$ cat config.mk
export PLATFORM = sky130hd
export DESIGN_NAME = psum_accum
export DESIGN_NICKNAME = d
export VERILOG_FILES = /design/src/rtl/psum_accum.sv
export SDC_FILE = /design/constraint.sdc
export NUM_CORES = 2
export LEC_CHECK = 0
export CAP_MARGIN = 20
export CORE_MARGIN = 2
export CORE_UTILIZATION = 64
export CTS_BUF_LIST = sky130_fd_sc_hd__clkbuf_8
export CTS_CLUSTER_DIAMETER = 60
export CTS_CLUSTER_SIZE = 8
export DETAILED_ROUTE_END_ITERATION = 8
export PLACE_DENSITY_LB_ADDON = 0.25
export SLEW_MARGIN = 20
export SYNTH_ARGS = -nofsm -noshare
export SYNTH_HDL_FRONTEND = slang
export SYNTH_SLANG_ARGS = --single-unit
export TNS_END_PERCENT = 50
$ cat constraint.sdc
create_clock -name clk -period 6.47 [get_ports clk]
set_input_delay 0.9705 -clock clk [delete_from_list [all_inputs] [get_ports clk]]
set_output_delay 0.9705 -clock clk [all_outputs]
set_load 0.1 [all_outputs]
$ cat src/rtl/psum_accum.sv
// Purpose: accumulate nkij partial-sum words per output pixel for an npix tile, then drain ReLU'd pixels.
// Latency: each pop updates acc[pix] at the next edge; a tile takes at least npix*nkij + npix + 1 cycles.
// Backpressure: ACCUM stalls while ofifo_valid=0; DRAIN holds out_data stable while out_ready=0.
module psum_accum #(
    parameter int psum_bw = 16,
    parameter int col     = 8,
    parameter int npix    = 16,
    parameter int nkij    = 9
) (
    input  logic                   clk,
    input  logic                   reset,
    input  logic                   start,
    input  logic                   ofifo_valid,
    input  logic [psum_bw*col-1:0] ofifo_data,
    output logic                   ofifo_rd,
    input  logic                   out_ready,
    output logic                   out_valid,
    output logic [psum_bw*col-1:0] out_data,
    output logic                   busy,
    output logic                   done
);

    localparam int DW = psum_bw * col;
    localparam int PW = (npix > 1) ? $clog2(npix) : 1;
    localparam int KW = (nkij > 1) ? $clog2(nkij) : 1;
    localparam logic [PW-1:0] PIX_LAST = PW'(npix - 1);
    localparam logic [KW-1:0] KIJ_LAST = KW'(nkij - 1);

    typedef enum logic [1:0] {
        S_IDLE  = 2'd0,
        S_ACCUM = 2'd1,
        S_DRAIN = 2'd2,
        S_DONE  = 2'd3
    } state_t;

    state_t          r_state;
    state_t          w_state_nxt;
    logic [DW-1:0]   r_acc [npix];
    logic [PW-1:0]   r_pix;
    logic [KW-1:0]   r_kij;

    logic [DW-1:0]   w_acc_cur;
    logic [DW-1:0]   w_acc_sum;
    logic [DW-1:0]   w_relu;
    logic            w_pix_last;
    logic            w_kij_last;
    logic            w_pop;
    logic            w_out_fire;

    assign w_acc_cur  = r_acc[r_pix];
    assign w_pix_last = (r_pix == PIX_LAST);
    assign w_kij_last = (r_kij == KIJ_LAST);
    assign w_pop      = ofifo_rd;
    assign w_out_fire = out_valid && out_ready;

    // Per-lane wrapping add of the FIFO head into the current pixel, and per-lane ReLU for drain.
    always_comb begin
        w_acc_sum = '0;
        w_relu    = '0;
        for (int i = 0; i < col; i++) begin
            w_acc_sum[i*psum_bw +: psum_bw] = w_acc_cur[i*psum_bw +: psum_bw]
                                            + ofifo_data[i*psum_bw +: psum_bw];
            w_relu[i*psum_bw +: psum_bw]    = w_acc_cur[i*psum_bw + psum_bw - 1]
                                            ? '0 : w_acc_cur[i*psum_bw +: psum_bw];
        end
    end

    // Next-state and output decode; start only matters in IDLE.
    always_comb begin
        w_state_nxt = r_state;
        ofifo_rd    = 1'b0;
        out_valid   = 1'b0;
        out_data    = '0;
        busy        = 1'b1;
        done        = 1'b0;
        case (r_state)
            S_IDLE: begin
                busy = 1'b0;
                if (start) begin
                    w_state_nxt = S_ACCUM;
                end
            end
            S_ACCUM: begin
                ofifo_rd = ofifo_valid;
                if (ofifo_valid && w_pix_last && w_kij_last) begin
                    w_state_nxt = S_DRAIN;
                end
            end
            S_DRAIN: begin
                out_valid = 1'b1;
                out_data  = w_relu;
                if (out_ready && w_pix_last) begin
                    w_state_nxt = S_DONE;
                end
            end
            S_DONE: begin
                done        = 1'b1;
                w_state_nxt = S_IDLE;
            end
            default: begin
                busy        = 1'b0;
                w_state_nxt = S_IDLE;
            end
        endcase
    end

    // State register.
    always_ff @(posedge clk) begin
        if (!reset) begin
            r_state <= S_IDLE;
        end else begin
            r_state <= w_state_nxt;
        end
    end

    // Pixel/kernel-position counters: pix steps on every pop or drain handshake, kij on each pix wrap.
    always_ff @(posedge clk) begin
        if (!reset) begin
            r_pix <= '0;
            r_kij <= '0;
        end else if (w_pop) begin
            if (w_pix_last) begin
                r_pix <= '0;
                r_kij <= w_kij_last ? '0 : r_kij + 1'b1;
            end else begin
                r_pix <= r_pix + 1'b1;
            end
        end else if (w_out_fire) begin
            r_pix <= w_pix_last ? '0 : r_pix + 1'b1;
        end
    end

    // Accumulator: first kernel position overwrites, so no clear pass is needed between tiles.
    always_ff @(posedge clk) begin
        if (!reset) begin
            for (int p = 0; p < npix; p++) begin
                r_acc[p] <= '0;
            end
        end else if (w_pop) begin
            r_acc[r_pix] <= (r_kij == '0) ? ofifo_data : w_acc_sum;
        end
    end

endmodule

# Word level (Yosys, flattened, before mapping)
# Memories as Yosys holds them, arrays and structs flattened. A register that Yosys moved wholly into a read port is not among the register bits.
# Cells that the tools add are included.
# totals
input_bits,133
out_inout_bits,132
word_cells,63
ff_bits,10
ramBits,2048
mem_count,1
# memory_table
memory,words,width,read_ports,rd_ports_with_merged_regs,write_ports,line,rtl
r_acc,16,128,1,1,16,38,logic [DW-1:0] r_acc [npix];
# classes
addsub,10
eq_ne,8
n_mux,31
n_reduce_logical,10
# ops
operator,n
$mux 128,2
$add 16x16->16,8
$reduce_or 128->1,1
$mux 127,1
$mux 15,8
$mux 4,7
$mux 1,9
$add 4x1->4 const B,2
$eq 4x4->1 const B,2
$pmux 2 s4,1
$mux 2,3
$ne 2x2->1 const B,3
$eq 2x2->1 const B,2
$logic_and 1x1->1,4
$logic_not 4->1,1
$reduce_and 3->1,1
$eq 2x1->1 const B,1
$logic_not 2->1,1
$reduce_and 2->1,1
$reduce_bool 2->1,1

# Depth between registers and ports, before layout
# logic_depth
word_depth,7
ltp_mapped,21

# Worst setup path after synthesis
# OpenSTA, ideal clock, no wires.
# synth_timing
path_kind,input-to-reg
startpoint,input port ofifo_valid
endpoint,memory r_acc[15][0] (netlist name) (enable)
n_path_buf,2
cell_stages,5
arrival_time_ns,5.659
setup_slack_ns,0.301
setup_time_ns,0.510
required_ns,5.960
path_cell_list,and2_1 -> clkbuf_1 -> and2_1 -> clkbuf_1 -> nand2b_1
# synth_lines
element,line,rtl
"start, declared",13,"input logic ofifo_valid,"
"end, declared",38,

==> results by stage <==
Run status:
- The flow ran to the end, and the final reports show no timing, DRC or antenna violations.

Critical path:
- The critical path startpoint category is a register.
- The critical path arrival is between 5000 and 6000 ps.
- Data on the critical path is required at its endpoint by 5500 ps.
- Measured in cells, the most critical reg-to-reg path has a length of 14.
- The reg2reg setup slack is 1150 ps.
- In this run the critical register-to-register path is captured at r_acc[3][93].
- The kind of critical path is register to output pin.
- The peak fanout along the critical path is 29.
- The capturing element type of the critical path is an output pin.

Min path:
- The kind of path behind the tightest hold check is input port to register.
- The startpoint identified for the worst hold timing path is reset.
- Counting instances, the worst hold path has a depth of 2.
- The capture endpoint of the worst hold path is r_state[0].

CTS:
- The clock root buffer master is sky130_fd_sc_hd__clkbuf_8.
- At the later pin of the worst-skew pair, clock insertion delay measures 1040 ps.
- The clock net in this run drives a total of 2062 sinks.
- The number of gates given a new drive strength after cts is 0.
- The CTS buffer count is 309.
- The CTS tree is yes.
- The total of hold buffers inserted after clock tree synthesis is 0.
- The setup fix buffers added after clock tree synthesis is 0.
- The number of levels in the clock H-tree is 5.
- In this run the deepest clock path goes through 4 buffers.
- The clock transition at the register clock pins on the worst setup and hold paths after CTS is ~60 ps.

Layout:
- The post-route cell area is 105000 um^2.
- The top cell types in the final layout, fill and taps aside, are sky130_fd_sc_hd__nor2_1 (2086), sky130_fd_sc_hd__edfxtp_1 (2048), sky130_fd_sc_hd__mux4_2 (598).
- The fraction of final layout cells with drive strength greater than 1 is 0.199.
- The final net count is 7158.
- The synthesis-to-layout area growth is 10.1%.
- The layout has 9351 filler cells.
- The most common library cell in the layout ignoring fill and taps is sky130_fd_sc_hd__nor2_1.

STA:
- For the pin with the worst max-slew slack, the measured transition is 1150 ps.
- The final-report setup violation count is 0.
- The max-slew violation count is 0.
- The maximum clock skew at final layout is 53.5 ps.
- After layout, the worst setup slack is approximately 280 ps.
- The final-report hold violation count is 0.
- The share of the clock period used by the worst path after layout is 0.957.
- Setup repair after global routing left no endpoint under its margin.
- The final critical-path required period is roughly 6200 ps.
- Across all hold checks on the routed design, the worst slack comes to 324 ps.
- The relative slew slack is 0.230.
- Setup total negative slack on the finished layout was measured at 0 ps.
- Based on the critical path, the design can be clocked at up to 161 MHz.

Placement:
- During placement, the flow inserted port buffers numbering 256.
- The sum of net half-perimeters after detailed placement is 143 mm.
- The final RePlAce weighted congestion is ~0.88.
- The pre-CTS setup slack is 1260 ps.
- The standard cell area after detailed placement is 100000 um^2.

Detailed routing:
- The number of DRC violations after detailed-routing iteration 0 is 9568.
- The first TritonRoute pass finished after 6 iterations.
- The number of remaining DRC errors is 0.
- The average vias per placed instance is approximately 7.0.
- The routed length per instance is 31.2 um.
- The aggregate routed wire length is 276 mm.
- The total number of vias is slightly above 60k.
- The antenna violation net count after detailed routing is 0.

Global route:
- The first-pass GRT wire length is around 400 mm.
- The initial antenna violation count was 5.
- The total overflow left after global routing is 0.
- Entering global routing, the biggest net connects 130 pins.
- The global routing usage summed across all routing layers is 0.365.
- The via count of the first global-routing pass was 62.0k.

Yosys:
- For this run, the leading register cell type out of synthesis is sky130_fd_sc_hd__edfxtp_1.
- In this run the mean area of a mapped cell was 14.3 um^2.
- After synthesis the cells add up to roughly 95000 um^2.
- For this run, the register share of the synthesized area comes to 0.648.
- After synthesis, the netlist uses 71 different library cells.
- The number of flops mapped to enable cells by yosys is 2048.
- After synthesis, the share of flip-flops with an asynchronous set or reset is 0.
- The number of standard cells after synthesis is between 6k and 7k.
- The post-synthesis register bit count is 2062.
- The count of yosys warnings during synthesis is 0.

Die:
- The core box area is 148000 um^2.
- After floorplanning, the core was divided into ~140 placement rows.
- The die height is 390 um.
- The floorplan step defined a die boundary enclosing between 150000 and 200000 um^2.
- During I/O placement, the number of pins put on the boundary was 265.
- From left edge to right edge, the die measures 390 um.
- The initial utilization of the core area, before any placement, comes to 0.645.

Power:
- The leakage power summed over all cells is roughly 37 nW.
- The worst-case IR drop observed on VDD is 0.214 mV.
- For this design the ratio of total power to cell area is 305 nW/um^2.

Flow run:
- The number of maximum-capacitance violations is 0.
synth_stat cells (all sizes together) (52+ instances only):
cell type	number	share of area
nor2	2116	0.084
edfxtp	2048	0.65
mux4	605	0.14
clkbuf	453	0.018
o21ai	142	0.0075
nand2	140	0.0055
ha	131	0.017
buf	124	0.0080
a21oi	104	0.0055
and3	103	0.0068
mux2i	65	0.0068
nor2b	64	0.0042
a21o	52	0.0041
metal layers:
layer	GRT usage	vias up	part of all wire
met1	0.497	30780	0.34
met3	0.0857	806	0.14
met5	0.00128	-	0.000076
li1	-	25021	-
met2	0.577	5390	0.48
met4	0.147	4	0.042
worst max path at each step:
stage,startpoint,end,slack (ps),cells after the start
after floorplan,ofifo_valid,r_acc[15][0],300,5
after global placement,register,r_acc[4][127],1230,11
after detailed placement,register,out_data[10],1260,7
after CTS,register,out_data[10],160,7
after global routing,register,out_data[10],10,7
final,register,out_data[10],280,7
registers in the layout (all words and copies together), names as in the netlist, named ones only:
| signal | flops |
|---|---|
| r_state | 2 |
| r_kij | 4 |
| r_acc | 2048 |
| r_pix | 4 |
layout make-up:
class | instances | area, um^2 | area share
clock inverter | 24 | 189 | 0.00180
antenna | 1 | 2.50 | 0.0000238
timing repair buffer | 458 | 4660 | 0.0444
multi-input combinational | 4010 | 31400 | 0.299
clock buffer | 315 | 4340 | 0.0413
sequential | 2062 | 61800 | 0.589
inverter | 45 | 169 | 0.00161
tap | 1930 | 2410 | 0.0230
report_power, final:
part	switching, W	internal [W]
clock network	0.00461	0.00445
logic	0.00443	0.00310
registers	0.000215	0.0152
kinds of logic (layout without fill, tap and decap cells):
logic type | after synthesis | in the layout | synth area share
AND/OR/NAND/NOR | 2604 | 2604 | 0.112
AO/OA/AOI/OAI | 513 | 513 | 0.0347
buffers and inverters | 622 | 842 | 0.0276
flip-flops | 2062 | 2062 | 0.648
other | 1 | 9 | 0.0000393
adder cells (fa/ha/maj) | 139 | 139 | 0.0189
multiplexers | 691 | 691 | 0.152
XOR/XNOR | 55 | 55 | 0.00596
critical path, cell delays in order, from the launching register on:
cell and delay [ps]:
sky130_fd_sc_hd__dfxtp_4 800, sky130_fd_sc_hd__buf_4 600, sky130_fd_sc_hd__mux4_1 630, sky130_fd_sc_hd__mux4_2 550, sky130_fd_sc_hd__inv_2 230, sky130_fd_sc_hd__nand2_1 110
sky130_fd_sc_hd__nor2b_1 120, sky130_fd_sc_hd__clkdlybuf4s50_1 1130
metrics by stage:
step	instances	total power, W	utilization
final	8845	0.0320	0.710
after global routing	8845	0.0330	0.710
after detailed placement	8502	0.0231	0.678
after floorplan	6694	0.0212	-
after CTS	8841	0.0320	0.709
after global placement	8500	0.0230	0.678
No activity file was read; power rests on OpenSTA's default activity.
